## config.mk

```make
export PLATFORM = sky130hd
export DESIGN_NAME = ysyx_220053_dec_stage
export DESIGN_NICKNAME = d
export VERILOG_FILES = /design/src/rtl/ysyx_220053_dec_pkg.sv /design/src/rtl/ysyx_220053_dec_core.sv /design/src/rtl/ysyx_220053_dec_stage.sv
export SDC_FILE = /design/constraint.sdc
export NUM_CORES = 1
export LEC_CHECK = 0
export CORE_ASPECT_RATIO = 1.75
export CORE_MARGIN = 1
export CORE_UTILIZATION = 35
export DETAILED_ROUTE_END_ITERATION = 10
export PLACE_DENSITY_LB_ADDON = 0.3
export RECOVER_POWER = 50
export SETUP_SLACK_MARGIN = 0.5
export SYNTH_ARGS = -nofsm -noshare
export SYNTH_HDL_FRONTEND = slang
export SYNTH_SLANG_ARGS = --single-unit
```

## constraint.sdc

```tcl
create_clock -name clk -period 2.15 [get_ports clk]
set_input_delay 0.43 -clock clk [delete_from_list [all_inputs] [get_ports clk]]
set_output_delay 0.43 -clock clk [all_outputs]
set_load 0.01 [all_outputs]
```

## src/rtl/ysyx_220053_dec_pkg.sv

```systemverilog
// Decode stage shared definitions: RV opcode map, instruction format enum,
// stage FSM states and the decoded-instruction record carried by the stage.
// Pure declarations; no logic, no latency, no flow control.
package ysyx_220053_dec_pkg;

    localparam logic [6:0] OPC_LOAD      = 7'b0000011;
    localparam logic [6:0] OPC_OP_IMM    = 7'b0010011;
    localparam logic [6:0] OPC_AUIPC     = 7'b0010111;
    localparam logic [6:0] OPC_OP_IMM_32 = 7'b0011011;
    localparam logic [6:0] OPC_STORE     = 7'b0100011;
    localparam logic [6:0] OPC_OP        = 7'b0110011;
    localparam logic [6:0] OPC_LUI       = 7'b0110111;
    localparam logic [6:0] OPC_OP_32     = 7'b0111011;
    localparam logic [6:0] OPC_BRANCH    = 7'b1100011;
    localparam logic [6:0] OPC_JALR      = 7'b1100111;
    localparam logic [6:0] OPC_JAL       = 7'b1101111;
    localparam logic [6:0] OPC_SYSTEM    = 7'b1110011;

    // ebreak is the single SYSTEM encoding with funct12 = 1 and all else zero
    localparam logic [31:0] EBREAK_INSTR = 32'h0010_0073;

    typedef enum logic [2:0] {
        FMT_R = 3'd0,
        FMT_I = 3'd1,
        FMT_S = 3'd2,
        FMT_B = 3'd3,
        FMT_U = 3'd4,
        FMT_J = 3'd5
    } fmt_e;

    typedef enum logic {
        ST_RUN  = 1'b0,
        ST_HALT = 1'b1
    } state_e;

    typedef struct packed {
        logic [6:0] op;
        logic [4:0] rd;
        logic [4:0] rs1;
        logic [4:0] rs2;
        logic [2:0] func3;
        logic [6:0] func7;
        fmt_e       fmt;
        logic       wen;
        logic       illegal;
        logic       ebreak;
    } dec_t;

endpackage

```

## src/rtl/ysyx_220053_dec_core.sv

```systemverilog
// Combinational RV32/RV64 instruction decoder: fields, format, sign-extended imm.
// Latency 0 (pure combinational); no flow control of its own.
// No backpressure; the enclosing stage registers the result.
// Ports: instr (32b instruction) -> dec (decoded record), imm (XLEN immediate).
// Build option: YSYX_220053_TRAP_EN enables ebreak recognition (dec.ebreak).
module ysyx_220053_dec_core
    import ysyx_220053_dec_pkg::*;
#(
    parameter int XLEN = 64
) (
    input  logic [31:0]     instr,
    output dec_t            dec,
    output logic [XLEN-1:0] imm
);

    logic        is_system;
    logic        rv64_only;
    logic        listed;
    logic [31:0] imm32;

    always_comb begin
        dec       = '0;
        is_system = 1'b0;
        rv64_only = 1'b0;
        listed    = 1'b1;
        dec.op    = instr[6:0];
        dec.rd    = instr[11:7];
        dec.func3 = instr[14:12];
        dec.rs1   = instr[19:15];
        dec.rs2   = instr[24:20];
        dec.func7 = instr[31:25];
        dec.fmt   = FMT_R;
        case (instr[6:0])
            OPC_OP:        dec.fmt = FMT_R;
            OPC_OP_32:     begin dec.fmt = FMT_R; rv64_only = 1'b1; end
            OPC_OP_IMM,
            OPC_LOAD,
            OPC_JALR:      dec.fmt = FMT_I;
            OPC_OP_IMM_32: begin dec.fmt = FMT_I; rv64_only = 1'b1; end
            OPC_SYSTEM:    begin dec.fmt = FMT_I; is_system = 1'b1; end
            OPC_STORE:     dec.fmt = FMT_S;
            OPC_BRANCH:    dec.fmt = FMT_B;
            OPC_LUI,
            OPC_AUIPC:     dec.fmt = FMT_U;
            OPC_JAL:       dec.fmt = FMT_J;
            default:       listed = 1'b0;
        endcase
        dec.illegal = (instr[1:0] != 2'b11) || !listed || (rv64_only && (XLEN == 32));
        // SYSTEM ops never write back; rd = x0 is architecturally a discard
        dec.wen = !dec.illegal && !is_system && (instr[11:7] != 5'd0) &&
                  (dec.fmt != FMT_S) && (dec.fmt != FMT_B);
`ifdef YSYX_220053_TRAP_EN
        dec.ebreak = (instr == EBREAK_INSTR);
`else
        dec.ebreak = 1'b0;
`endif
    end

    // Immediates are assembled at 32 bits, then widened by sign extension.
    always_comb begin
        case (dec.fmt)
            FMT_I:   imm32 = {{20{instr[31]}}, instr[31:20]};
            FMT_S:   imm32 = {{20{instr[31]}}, instr[31:25], instr[11:7]};
            FMT_B:   imm32 = {{19{instr[31]}}, instr[31], instr[7], instr[30:25], instr[11:8], 1'b0};
            FMT_U:   imm32 = {instr[31:12], 12'b0};
            FMT_J:   imm32 = {{11{instr[31]}}, instr[31], instr[19:12], instr[20], instr[30:21], 1'b0};
            default: imm32 = 32'd0;
        endcase
    end

    if (XLEN > 32) begin : g_sext
        assign imm = {{(XLEN-32){imm32[31]}}, imm32};
    end else begin : g_nosext
        assign imm = imm32;
    end

endmodule

```

## src/rtl/ysyx_220053_dec_stage.sv

```systemverilog
// Decode pipeline stage: decodes instr_i and registers the result with valid/ready.
// Latency 1 cycle from accept to out_valid_o; SKID=1 adds a one-entry skid buffer.
// Backpressure: SKID=1 in_ready_o is registered (skid empty); SKID=0 it is !out_valid_o || out_ready_i.
// Ports: clk/rst_n, flush_i, upstream in_valid_i/in_ready_o/instr_i/pc_i,
//        downstream out_valid_o/out_ready_i + decoded out_* fields, trap_o.
// Build option: YSYX_220053_TRAP_EN -> ebreak pulses trap_o and halts the stage
// until reset; without it ebreak is never flagged, so trap_o stays 0 and HALT is unreachable.
module ysyx_220053_dec_stage
    import ysyx_220053_dec_pkg::*;
#(
    parameter int XLEN = 64,
    parameter int SKID = 1
) (
    input  logic            clk,
    input  logic            rst_n,
    input  logic            flush_i,
    input  logic            in_valid_i,
    output logic            in_ready_o,
    input  logic [31:0]     instr_i,
    input  logic [XLEN-1:0] pc_i,
    output logic            out_valid_o,
    input  logic            out_ready_i,
    output logic [XLEN-1:0] out_pc_o,
    output logic [6:0]      out_op_o,
    output logic [4:0]      out_rd_o,
    output logic [4:0]      out_rs1_o,
    output logic [4:0]      out_rs2_o,
    output logic [2:0]      out_func3_o,
    output logic [6:0]      out_func7_o,
    output logic [XLEN-1:0] out_imm_o,
    output logic [2:0]      out_fmt_o,
    output logic            out_wen_o,
    output logic            out_illegal_o,
    output logic            trap_o
);

    typedef struct packed {
        dec_t            dec;
        logic [XLEN-1:0] pc;
        logic [XLEN-1:0] imm;
    } entry_t;

    dec_t            in_dec;
    logic [XLEN-1:0] in_imm;
    entry_t          in_ent;
    entry_t          out_q, skid_q;
    logic            out_vld_q, skid_vld_q;
    logic            trap_q;
    state_e          state_q, state_d;
    logic            room, accept, out_fire, out_free;

    ysyx_220053_dec_core #(.XLEN(XLEN)) u_core (
        .instr (instr_i),
        .dec   (in_dec),
        .imm   (in_imm)
    );

    assign in_ent   = '{dec: in_dec, pc: pc_i, imm: in_imm};
    assign room     = (SKID != 0) ? !skid_vld_q : (!out_vld_q || out_ready_i);
    assign accept   = in_valid_i && in_ready_o;
    assign out_fire = out_vld_q && out_ready_i;
    assign out_free = !out_vld_q || out_ready_i;

    // Output register refills from the skid entry first so ordering is kept;
    // flush drops both entries and whatever is accepted in the same cycle.
    always_ff @(posedge clk or negedge rst_n) begin
        if (!rst_n) begin
            out_vld_q  <= 1'b0;
            out_q      <= '0;
            skid_vld_q <= 1'b0;
            skid_q     <= '0;
        end else if (flush_i) begin
            out_vld_q  <= 1'b0;
            skid_vld_q <= 1'b0;
        end else if (out_free) begin
            skid_vld_q <= 1'b0;
            if (skid_vld_q) begin
                out_vld_q <= 1'b1;
                out_q     <= skid_q;
            end else if (accept) begin
                out_vld_q <= 1'b1;
                out_q     <= in_ent;
            end else begin
                out_vld_q <= 1'b0;
            end
        end else if (accept && (SKID != 0)) begin
            skid_vld_q <= 1'b1;
            skid_q     <= in_ent;
        end
    end

    always_ff @(posedge clk or negedge rst_n) begin
        if (!rst_n) begin
            trap_q <= 1'b0;
        end else begin
            trap_q <= out_fire && out_q.dec.ebreak;
        end
    end

    // FSM: state register
    always_ff @(posedge clk or negedge rst_n) begin
        if (!rst_n) begin
            state_q <= ST_RUN;
        end else begin
            state_q <= state_d;
        end
    end

    // FSM: next state; HALT is left only through reset (flush has no effect)
    always_comb begin
        state_d = state_q;
        if ((state_q == ST_RUN) && out_fire && out_q.dec.ebreak) begin
            state_d = ST_HALT;
        end
    end

    // FSM: outputs
    always_comb begin
        in_ready_o = room && (state_q == ST_RUN);
    end

    assign trap_o        = trap_q;
    assign out_valid_o   = out_vld_q;
    assign out_pc_o      = out_q.pc;
    assign out_op_o      = out_q.dec.op;
    assign out_rd_o      = out_q.dec.rd;
    assign out_rs1_o     = out_q.dec.rs1;
    assign out_rs2_o     = out_q.dec.rs2;
    assign out_func3_o   = out_q.dec.func3;
    assign out_func7_o   = out_q.dec.func7;
    assign out_imm_o     = out_q.imm;
    assign out_fmt_o     = out_q.dec.fmt;
    assign out_wen_o     = out_q.dec.wen;
    assign out_illegal_o = out_q.dec.illegal;

endmodule
```

==> flow_summary.yaml, run 1 <==
die:
  floorplan.die.height_um: 246
  die_area_mm2: 0.0347
  initial_core_util: 0.358
  fp.dieW_um: 141
  core_mm2: 0.0331
  rows: 88
  io-pin-count: 269
grt:
  grt_max_degree: 71
  overflow: 0
  grt_pass1_wl_um: 56400
  grt_pass1_vias: 10231
  antenna_found_initial: 2
  groute.usage.overall: 0.209
worst_setup_path:
  critPathKind: "reg -> reg"
  critPathMaxFanout: 6
  start_kind: "register"
  crit_path_end_kind: "register"
  worstPathRequired_ns: 2.59
  r2r_slack_ns: 0.31
  cp.arrival_ns: 2.28
cts:
  clkSlewWorstSetupHoldPaths_ns: 0.07
  cts_buffer_depth: 3
  clock_latency_ns: 0.56
  cts.sinks: 268
  cts_buffers: 27
  htreeDepth: 1
  cts-root-buf: "clkbuf_16"
  cts_tree: "built"
cells_and_area:
  areaGrowthSynthToFinish_pct: 49.9
  seqCellArea_mm2: 0.00671
  multiInputGateArea_mm2: 0.00522
  final_area_mm2: 0.0178
  num-fill-cells: 2961
  final_nets: 1713
  final_layout_size_suffix_gt1_frac: 0.236
sta:
  fmax_ghz: 0.544
  setup_viol: 0
  hold_violations: 0
  clock_skew_ns: 0.0115
  period_needed_ns: 1.84
  tightestPinTransition_ns: 1.02
  fin_crit_sh: 0.855
  rsz0062_at_grt: "true"
  slew_headroom: 0.321
  maxSlewViolCount: 0
logic_synthesis:
  ys_async_sr_fraction: 1.00
  avgSynthCellArea_um2: 9.26
  netlist_area_mm2: 0.0119
  synth-edff-count: 0
  ys_ff_latch: 268
  seq_area_frac_synth: 0.565
  syn_inst: 1282
  yosysWarnings: 0
  synth_ff_type: "dfrtp_1"
  ys_types: 50
  syn_nets: 1383
routing:
  routedWlPerCell_um: 19.4
  totalWireLength_um: 40300
  drtIter0Drc: 534
  via_per_inst: 5.06
  vias: 10540
  drc_errors: 0
  drtPass1Iterations: 5
  postRouteAntennaNets: 0
placed_design:
  hpwl_um: 23800
  gp_congestion: 0.916
  dpl_cell_area_mm2: 0.0153
  port_buffers: 267
pwr:
  p_total_w: 0.0146
  ir_worst_vdd_v: 0.000627
  powerDensity_mw_per_mm2: 818
  p_leak_nw: 8.09
outcome:
  status: "finished, final reports clean"
job:
  maxCapViolCount: 0
hold_path:
  min_path_type: "in -> reg"
==> cells in the mapped netlist (all sizes together), types with 8 or more instances <==
master,count,area share
a211o,8,0.0059
a21oi,46,0.019
a31oi,10,0.0053
and3,8,0.0042
buf,73,0.038
clkbuf,46,0.015
dfrtp,268,0.56
mux2i,98,0.083
nand2,449,0.14
nand3,20,0.0084
nor2,47,0.015
o21ai,152,0.064
==> final cells by class <==
| type | instances | share of cell area |
|---|---|---|
| Inverter | 2 | 0.000422 |
| Antenna cell | 1 | 0.000141 |
| Clock inverter | 13 | 0.0117 |
| Tap cell | 450 | 0.0316 |
| Multi-Input combinational cell | 893 | 0.293 |
| Clock buffer | 34 | 0.0422 |
| Timing Repair Buffer | 420 | 0.243 |
| Sequential cell | 268 | 0.377 |
==> routing by layer <==
layer | GRT usage | vias to the layer above | routed length, um
met2 | 0.372 | 354 | 21300
met4 | 0.110 | 0 | 1840
met5 | 0 | - | 0
met3 | 0.0273 | 86 | 1810
li1 | - | 4891 | -
met1 | 0.244 | 5209 | 15400
==> where the power goes <==
part           leakage, nW  internal, W  total, W  switching (W)
combinational         4.22      0.00142   0.00294        0.00152
sequential            3.40      0.00590   0.00645       0.000553
clock                0.471      0.00308   0.00517        0.00209
total                 8.09       0.0104    0.0146        0.00417
==> cells in the final DEF, fill, tap and decap left out, types with 9 or more instances in the layout <==
cell type        count
a21oi_1             29
buf_8               11
clkdlybuf4s15_2     25
nor2_1              38
nand2_4             26
buf_12              24
o21ai_2             26
a21oi_2             15
mux2i_1             96
clkbuf_16           42
nand2_2             40
dfrtp_1            267
clkbuf_1            68
buf_6               26
nand3_1             18
clkdlybuf4s15_1     61
buf_16              12
clkdlybuf4s50_1     95
buf_4               58
o21ai_0             68
o21ai_1             54
a31oi_1              9
buf_2               15
nand2_1            383
==> per-stage QoR <==
stage          setup WS (ns)  utilization  hold WS (ns)  instances  TNS, ns
3_3_place_gp          -0.279        0.462         0.429       1963    -9.02
5_1_grt                0.182        0.537         0.392       2081        0
4_1_cts                0.341        0.505         0.406       2040        0
2_1_floorplan          0.347            -         0.134       1282        0
3_5_place_dp          -0.330        0.462         0.437       1963   -11.51
6_report               0.313        0.537         0.373       2081        0
==> critical path, cell delays in order (launching register included) <==
cell and delay, ns:
dfrtp_4 0.51, nor2_1 0.15, buf_4 0.13, clkbuf_1 0.19
nor3_4 0.09, buf_6 0.14, clkbuf_16 0.16, and3_4 0.18
a21oi_2 0.10, o21ai_1 0.07
==> cell families after synthesis <==
family                 after synthesis  synth area share
AND/OR/NAND/NOR                    559             0.191
flip-flops                         268             0.565
AO/OA/AOI/OAI                      234             0.107
buffers and inverters              121            0.0536
multiplexers                        98            0.0826
XOR/XNOR                             1          0.000738
other                                1          0.000316
==> timing repair <==
| action | CTS | global route |
|---|---|---|
| hold buffers | 1 | 0 |
| endpoints found under the hold margin | 55 | 0 |
| setup endpoints to repair | 333 | 321 |
| cloned | 10 | 24 |
| pin swaps | 11 | 86 |
| resized for setup | 516 | 329 |
| buffers inserted | 19 | 16 |
==> final timing paths <==
path                            start      endpoint  cells past startpoint
setup / recovery           skid_vld_q  out_imm_o[9]                      9
hold / removal             instr_i[5]   skid_q[164]                      4
setup reg to reg           skid_vld_q  out_imm_o[9]                      9
hold reg to reg            skid_q[92]    skid_q[92]                      2
max in group asynchronous       rst_n  out_pc_o[35]                      3
min in group asynchronous       rst_n    skid_q[67]                      2
==> flip-flops by register name, indices dropped and copies added (netlist names), 3 cells and up <==
register	flops
skid_q	133
out_pc_o	64
out_imm_o	32
out_func7_o	7
out_op_o	7
out_rd_o	5
out_rs1_o	5
out_rs2_o	5
out_fmt_o	3
out_func3_o	3
(Power assumes the default switching activity.)
==> inputs of run 2 (changes only) <==
--- a/config.mk
+++ b/config.mk
@@ -9,7 +9,7 @@
 export CORE_MARGIN = 1
 export CORE_UTILIZATION = 35
 export DETAILED_ROUTE_END_ITERATION = 10
-export PLACE_DENSITY_LB_ADDON = 0.3
+export PLACE_DENSITY = 0.63
 export RECOVER_POWER = 50
 export SETUP_SLACK_MARGIN = 0.5
 export SYNTH_ARGS = -nofsm -noshare
==> flow_summary.yaml, run 2 (synthesis gave the netlist of run 1 again) <==
pwr:
  ir_worst_vdd_v: 0.000680
  p_leak_nw: 7.93
  powerDensity_mw_per_mm2: 797
  p_total_w: 0.0140
routing:
  met2_length_um: 20400
  drtPass1Iterations: 5
  postRouteAntennaNets: 0
  wl_met3_um: 1750
  drc_errors: 0
  totalWireLength_um: 38700
  via_per_inst: 4.97
  drtIter0Drc: 579
  wl_met1_um: 15000
  topRoutingLayerUsed: "met4"
  routedWlPerCell_um: 18.7
  vias: 10274
sta:
  rsz0062_at_grt: "true"
  slew_headroom: 0.290
  clock_skew_ns: 0.00826
  setup_viol: 0
  hold_violations: 0
  maxSlewViolCount: 0
  worst_hold_slack_ns: 0.252
  fmax_ghz: 0.533
  fin_crit_sh: 0.872
  period_needed_ns: 1.87
  tightestPinTransition_ns: 1.06
worst_setup_path:
  start_kind: "register"
  worstPathRequired_ns: 2.57
  max_stage_delay_ns: 0.49
  crit_path_frequent_cell: "nand2_1"
  cp.arrival_ns: 2.30
  worst-path-buf-inv: 3
  cp_cell_sequence: "buf_6, nor2_1, nand3_4, clkbuf_1, buf_12, nand2_1, nand2_1"
  reg2reg_depth: 7
  critPathKind: "reg -> reg"
  critPathMaxFanout: 47
  critPathSlowestCell: "dfrtp_4"
  crit_cells: 7
  r2r_end: "skid_q[84]"
  r2r_start: "skid_vld_q"
  crit_path_end_kind: "register"
  crit_family: "buffers and inverters"
  r2r_slack_ns: 0.28
cells_and_area:
  largest_register_ff_count: 133
  layout_common_cells: "nand2_1 (404), dfrtp_1 (266), mux2i_1 (95)"
  final_core_utilization: 0.530
  final_area_mm2: 0.0175
  final_nets: 1695
  areaGrowthSynthToFinish_pct: 47.8
  final_layout_size_suffix_gt1_frac: 0.202
  layout_commonest_cell: "nand2_1"
  largest-register: "skid_q"
die:
  initial_core_util: 0.358
  rows: 88
  fp.dieW_um: 141
  die_area_mm2: 0.0347
  core_mm2: 0.0331
  floorplan.die.height_um: 246
  io-pin-count: 269
cts:
  clkSlewWorstSetupHoldPaths_ns: 0.06
  cts_buffer_depth: 3
  cts.sinks: 268
  cts_buffers: 26
  cts_tree: "built"
  cts-root-buf: "clkbuf_16"
  clock_latency_ns: 0.54
  htreeDepth: 1
hold_path:
  hp-start: "instr_i[0]"
  min_path_type: "in -> reg"
  worstHoldPathCells: 3
  min_to: "skid_q[159]"
grt:
  groute.usage.overall: 0.213
  antenna_found_initial: 5
  grt_pass1_vias: 10260
  grt_max_degree: 68
  overflow: 0
  grt_pass1_wl_um: 57200
placed_design:
  hpwl_um: 24200
  gp_congestion: 0.880
  dpl_cell_area_mm2: 0.0154
  port_buffers: 267
outcome:
  status: "finished, final reports clean"
job:
  maxCapViolCount: 0
run 2: cell types whose count changed in the layout (fill, tap and decap cells not counted), sizes merged, moves of 4 or more:
cell,previous run,this run
dlygate4sd2,3,8
clkinvlp,1,5
inv,5,1
clkdlybuf4s25,0,40
clkbuf,122,85
buf,146,122
bufinv,5,1
run 2: worst max path at each step:
stage,from,to,slack [ns]
2_1_floorplan,out_valid_o,out_imm_o[4],0.35
3_3_place_gp,instr_i[6],skid_q[29],-0.31
3_5_place_dp,instr_i[6],skid_q[23],-0.38
4_1_cts,out_imm_o[62],out_imm_o[61],0.32
5_1_grt,out_valid_o,skid_q[84],0.16
6_report,skid_vld_q,skid_q[84],0.28
run 2: power breakdown:
part           internal (W)  total (W)  switching, W
Combinational       0.00147    0.00296       0.00149
Clock               0.00259    0.00458       0.00199
Sequential          0.00590    0.00644      0.000542
Total               0.00996     0.0140       0.00402
run 2: layer usage:
metal | GRT usage | vias up
met4 | 0.107 | 0
met1 | 0.251 | 4985
met5 | 0 | -
met2 | 0.381 | 340
met3 | 0.0226 | 87
li1 | - | 4862
run 2: stage by stage:
| step | setup TNS [ns] | worst slack [ns] | std cells |
|---|---|---|---|
| 6_report | 0 | 0.275 | 2066 |
| 5_1_grt | 0 | 0.159 | 2066 |
| 4_1_cts | 0 | 0.315 | 2032 |
| 3_5_place_dp | -8.90 | -0.377 | 1963 |
| 3_3_place_gp | -6.14 | -0.309 | 1963 |
| 2_1_floorplan | 0 | 0.347 | 1282 |
run 2: area by class of cell:
type | count | area (um^2)
Sequential cell | 268 | 6710
Multi-Input combinational cell | 893 | 5040
Fill cell | 2989 | 15600
Timing Repair Buffer | 403 | 4370
Clock buffer | 37 | 763
Inverter | 2 | 11.3
Antenna cell | 4 | 10.0
Clock inverter | 9 | 83.8
Tap cell | 450 | 563
run 2: tightest hold or removal path: cells and delay by family:
family,cells,cell delay [ns]
buf+inv,1,0.19
simple gates,2,0.13
run 2: timing repair:
action | 4_1_cts | 5_1_grt
setup buffers | 12 | 17
setup endpoints to repair | 323 | 327
hold buffers | 1 | 0
pin swaps | 14 | 59
endpoints found under the hold margin | 30 | 0
gates resized for setup | 447 | 231
gates cloned | 10 | 13
==> inputs of run 3 (changes only) <==
--- a/config.mk
+++ b/config.mk
@@ -5,7 +5,6 @@
 export SDC_FILE = /design/constraint.sdc
 export NUM_CORES = 1
 export LEC_CHECK = 0
-export CORE_ASPECT_RATIO = 1.75
 export CORE_MARGIN = 1
 export CORE_UTILIZATION = 35
 export DETAILED_ROUTE_END_ITERATION = 10
==> flow_summary.yaml, run 3 (synthesis gave the netlist of run 1 again) <==
outcome:
  status: "finished, final reports clean"
grt:
  groute.usage.overall: 0.198
  grt_pass1_wl_um: 53700
  antenna_found_initial: 0
  grt_max_degree: 59
  overflow: 0
  grt_pass1_vias: 9614
routing:
  drc_errors: 0
  postRouteAntennaNets: 0
  drtPass1Iterations: 4
  totalWireLength_um: 39400
  via_per_inst: 5.01
  vias: 10499
  drtIter0Drc: 567
  routedWlPerCell_um: 18.8
pwr:
  ir_worst_vdd_v: 0.000678
  p_leak_nw: 8.38
  p_total_w: 0.0153
  powerDensity_mw_per_mm2: 837
worst_setup_path:
  worstPathRequired_ns: 2.62
  cp.arrival_ns: 2.41
  r2r_start: "out_valid_o"
  crit_path_end_kind: "register"
  critPathKind: "reg -> reg"
  critPathMaxFanout: 8
  cp-startpoint: "out_valid_o"
  start_kind: "register"
placed_design:
  gp_congestion: 0.896
  port_buffers: 267
  hpwl_um: 23200
cts:
  cts_buffer_depth: 3
  cts-root-buf: "clkbuf_16"
  clkSlewWorstSetupHoldPaths_ns: 0.06
  clock_latency_ns: 0.55
  cts_buffers: 31
  cts_tree: "built"
  htreeDepth: 1
  cts.sinks: 268
cells_and_area:
  layout_common_cells: "nand2_1 (388), dfrtp_1 (267), mux2i_1 (97)"
  areaGrowthSynthToFinish_pct: 53.7
  final_layout_size_suffix_gt1_frac: 0.251
  final_core_utilization: 0.545
  largest_register_ff_count: 133
  final_nets: 1725
  largest-register: "skid_q"
  layout_commonest_cell: "nand2_1"
  num-fill-cells: 2975
sta:
  hold_violations: 0
  setup_viol: 0
  period_needed_ns: 1.94
  fmax_ghz: 0.514
  maxSlewViolCount: 0
  tightestPinTransition_ns: 1.04
  setup_tns_ns: 0
  clock_skew_ns: 0.00840
  rsz0062_at_grt: "true"
  slew_headroom: 0.305
  fin_crit_sh: 0.904
die:
  initial_core_util: 0.355
  core_mm2: 0.0334
  floorplan.die.height_um: 186
  rows: 67
  die_area_mm2: 0.0347
  fp.dieW_um: 186
  io-pin-count: 269
hold_path:
  min_path_type: "in -> reg"
  hp-start: "instr_i[0]"
job:
  maxCapViolCount: 0
run 3: cell types whose count changed in the layout (fill, tap and decap cells not counted), moves of 10 or more:
cell             delta
nor2_1             -17
o21ai_1            +18
dlygate4sd2_1      +22
clkdlybuf4s15_2    -11
clkdlybuf4s25_1    -40
nand2_1            -16
o21ai_2            +14
buf_2              +10
clkdlybuf4s15_1    +10
clkbuf_1           +11
clkbuf_16          +15
o21ai_0            -32
run 3: area by class of cell:
type / instances / area [um^2] / area share
Tap cell: 448 / 561 / 0.0307
Inverter: 2 / 10.0 / 0.000549
Clock inverter: 10 / 185 / 0.0102
Clock buffer: 46 / 922 / 0.0506
Antenna cell: 1 / 2.50 / 0.000137
Timing Repair Buffer: 427 / 4530 / 0.248
Multi-Input combinational cell: 894 / 5330 / 0.292
Sequential cell: 268 / 6710 / 0.368
run 3: report_power, final:
group | internal, W | total [W] | switching, W
Combinational | 0.00155 | 0.00311 | 0.00156
Clock | 0.00355 | 0.00567 | 0.00212
Sequential | 0.00590 | 0.00648 | 0.000571
run 3: worst paths after layout:
check / end / slack, ns / cells past startpoint
max in group asynchronous: skid_q[67] / 0.42 / 3
min in group asynchronous: out_pc_o[29] / 0.37 / 2
setup / recovery: skid_q[14] / 0.21 / 8
setup reg to reg: skid_q[14] / 0.21 / 8
hold reg to reg: skid_q[123] / 0.47 / 2
hold / removal: skid_q[159] / 0.22 / 3
run 3: worst max-delay path, stage by stage, from the launching register on:
cell and delay, ns:
dfrtp_1 0.34, nor2b_1 0.35, buf_6 0.17, buf_6 0.10
and3_4 0.20, clkbuf_2 0.29, nand4_1 0.15, buf_6 0.18
o211ai_1 0.08
run 3: through the flow:
step           hold WS [ns]  setup slack, ns  instances  instance area [um^2]
5_1_grt               0.231            0.131       2095                 18200
2_1_floorplan         0.134            0.347       1282                 11900
3_3_place_gp          0.382           -0.143       1957                 15300
6_report              0.224            0.206       2096                 18200
3_5_place_dp          0.381           -0.221       1957                 15300
4_1_cts               0.373            0.279       2025                 16700
run 3: timing repair:
item | in CTS | in global routing
endpoints found under the hold margin | 42 | 0
endpoints found under the setup margin | 361 | 281
hold buffers | 1 | 0
pin swaps | 10 | 87
buffers inserted | 6 | 33
cloned | 5 | 37
resized for setup | 406 | 397
run 3: layer usage:
metal / share of wire / global-route usage / up-vias
met5: 0 / 0 / -
met4: 0.023 / 0.0561 / 0
met3: 0.051 / 0.0352 / 59
met2: 0.48 / 0.326 / 314
met1: 0.45 / 0.268 / 5193
li1: - / - / 4933
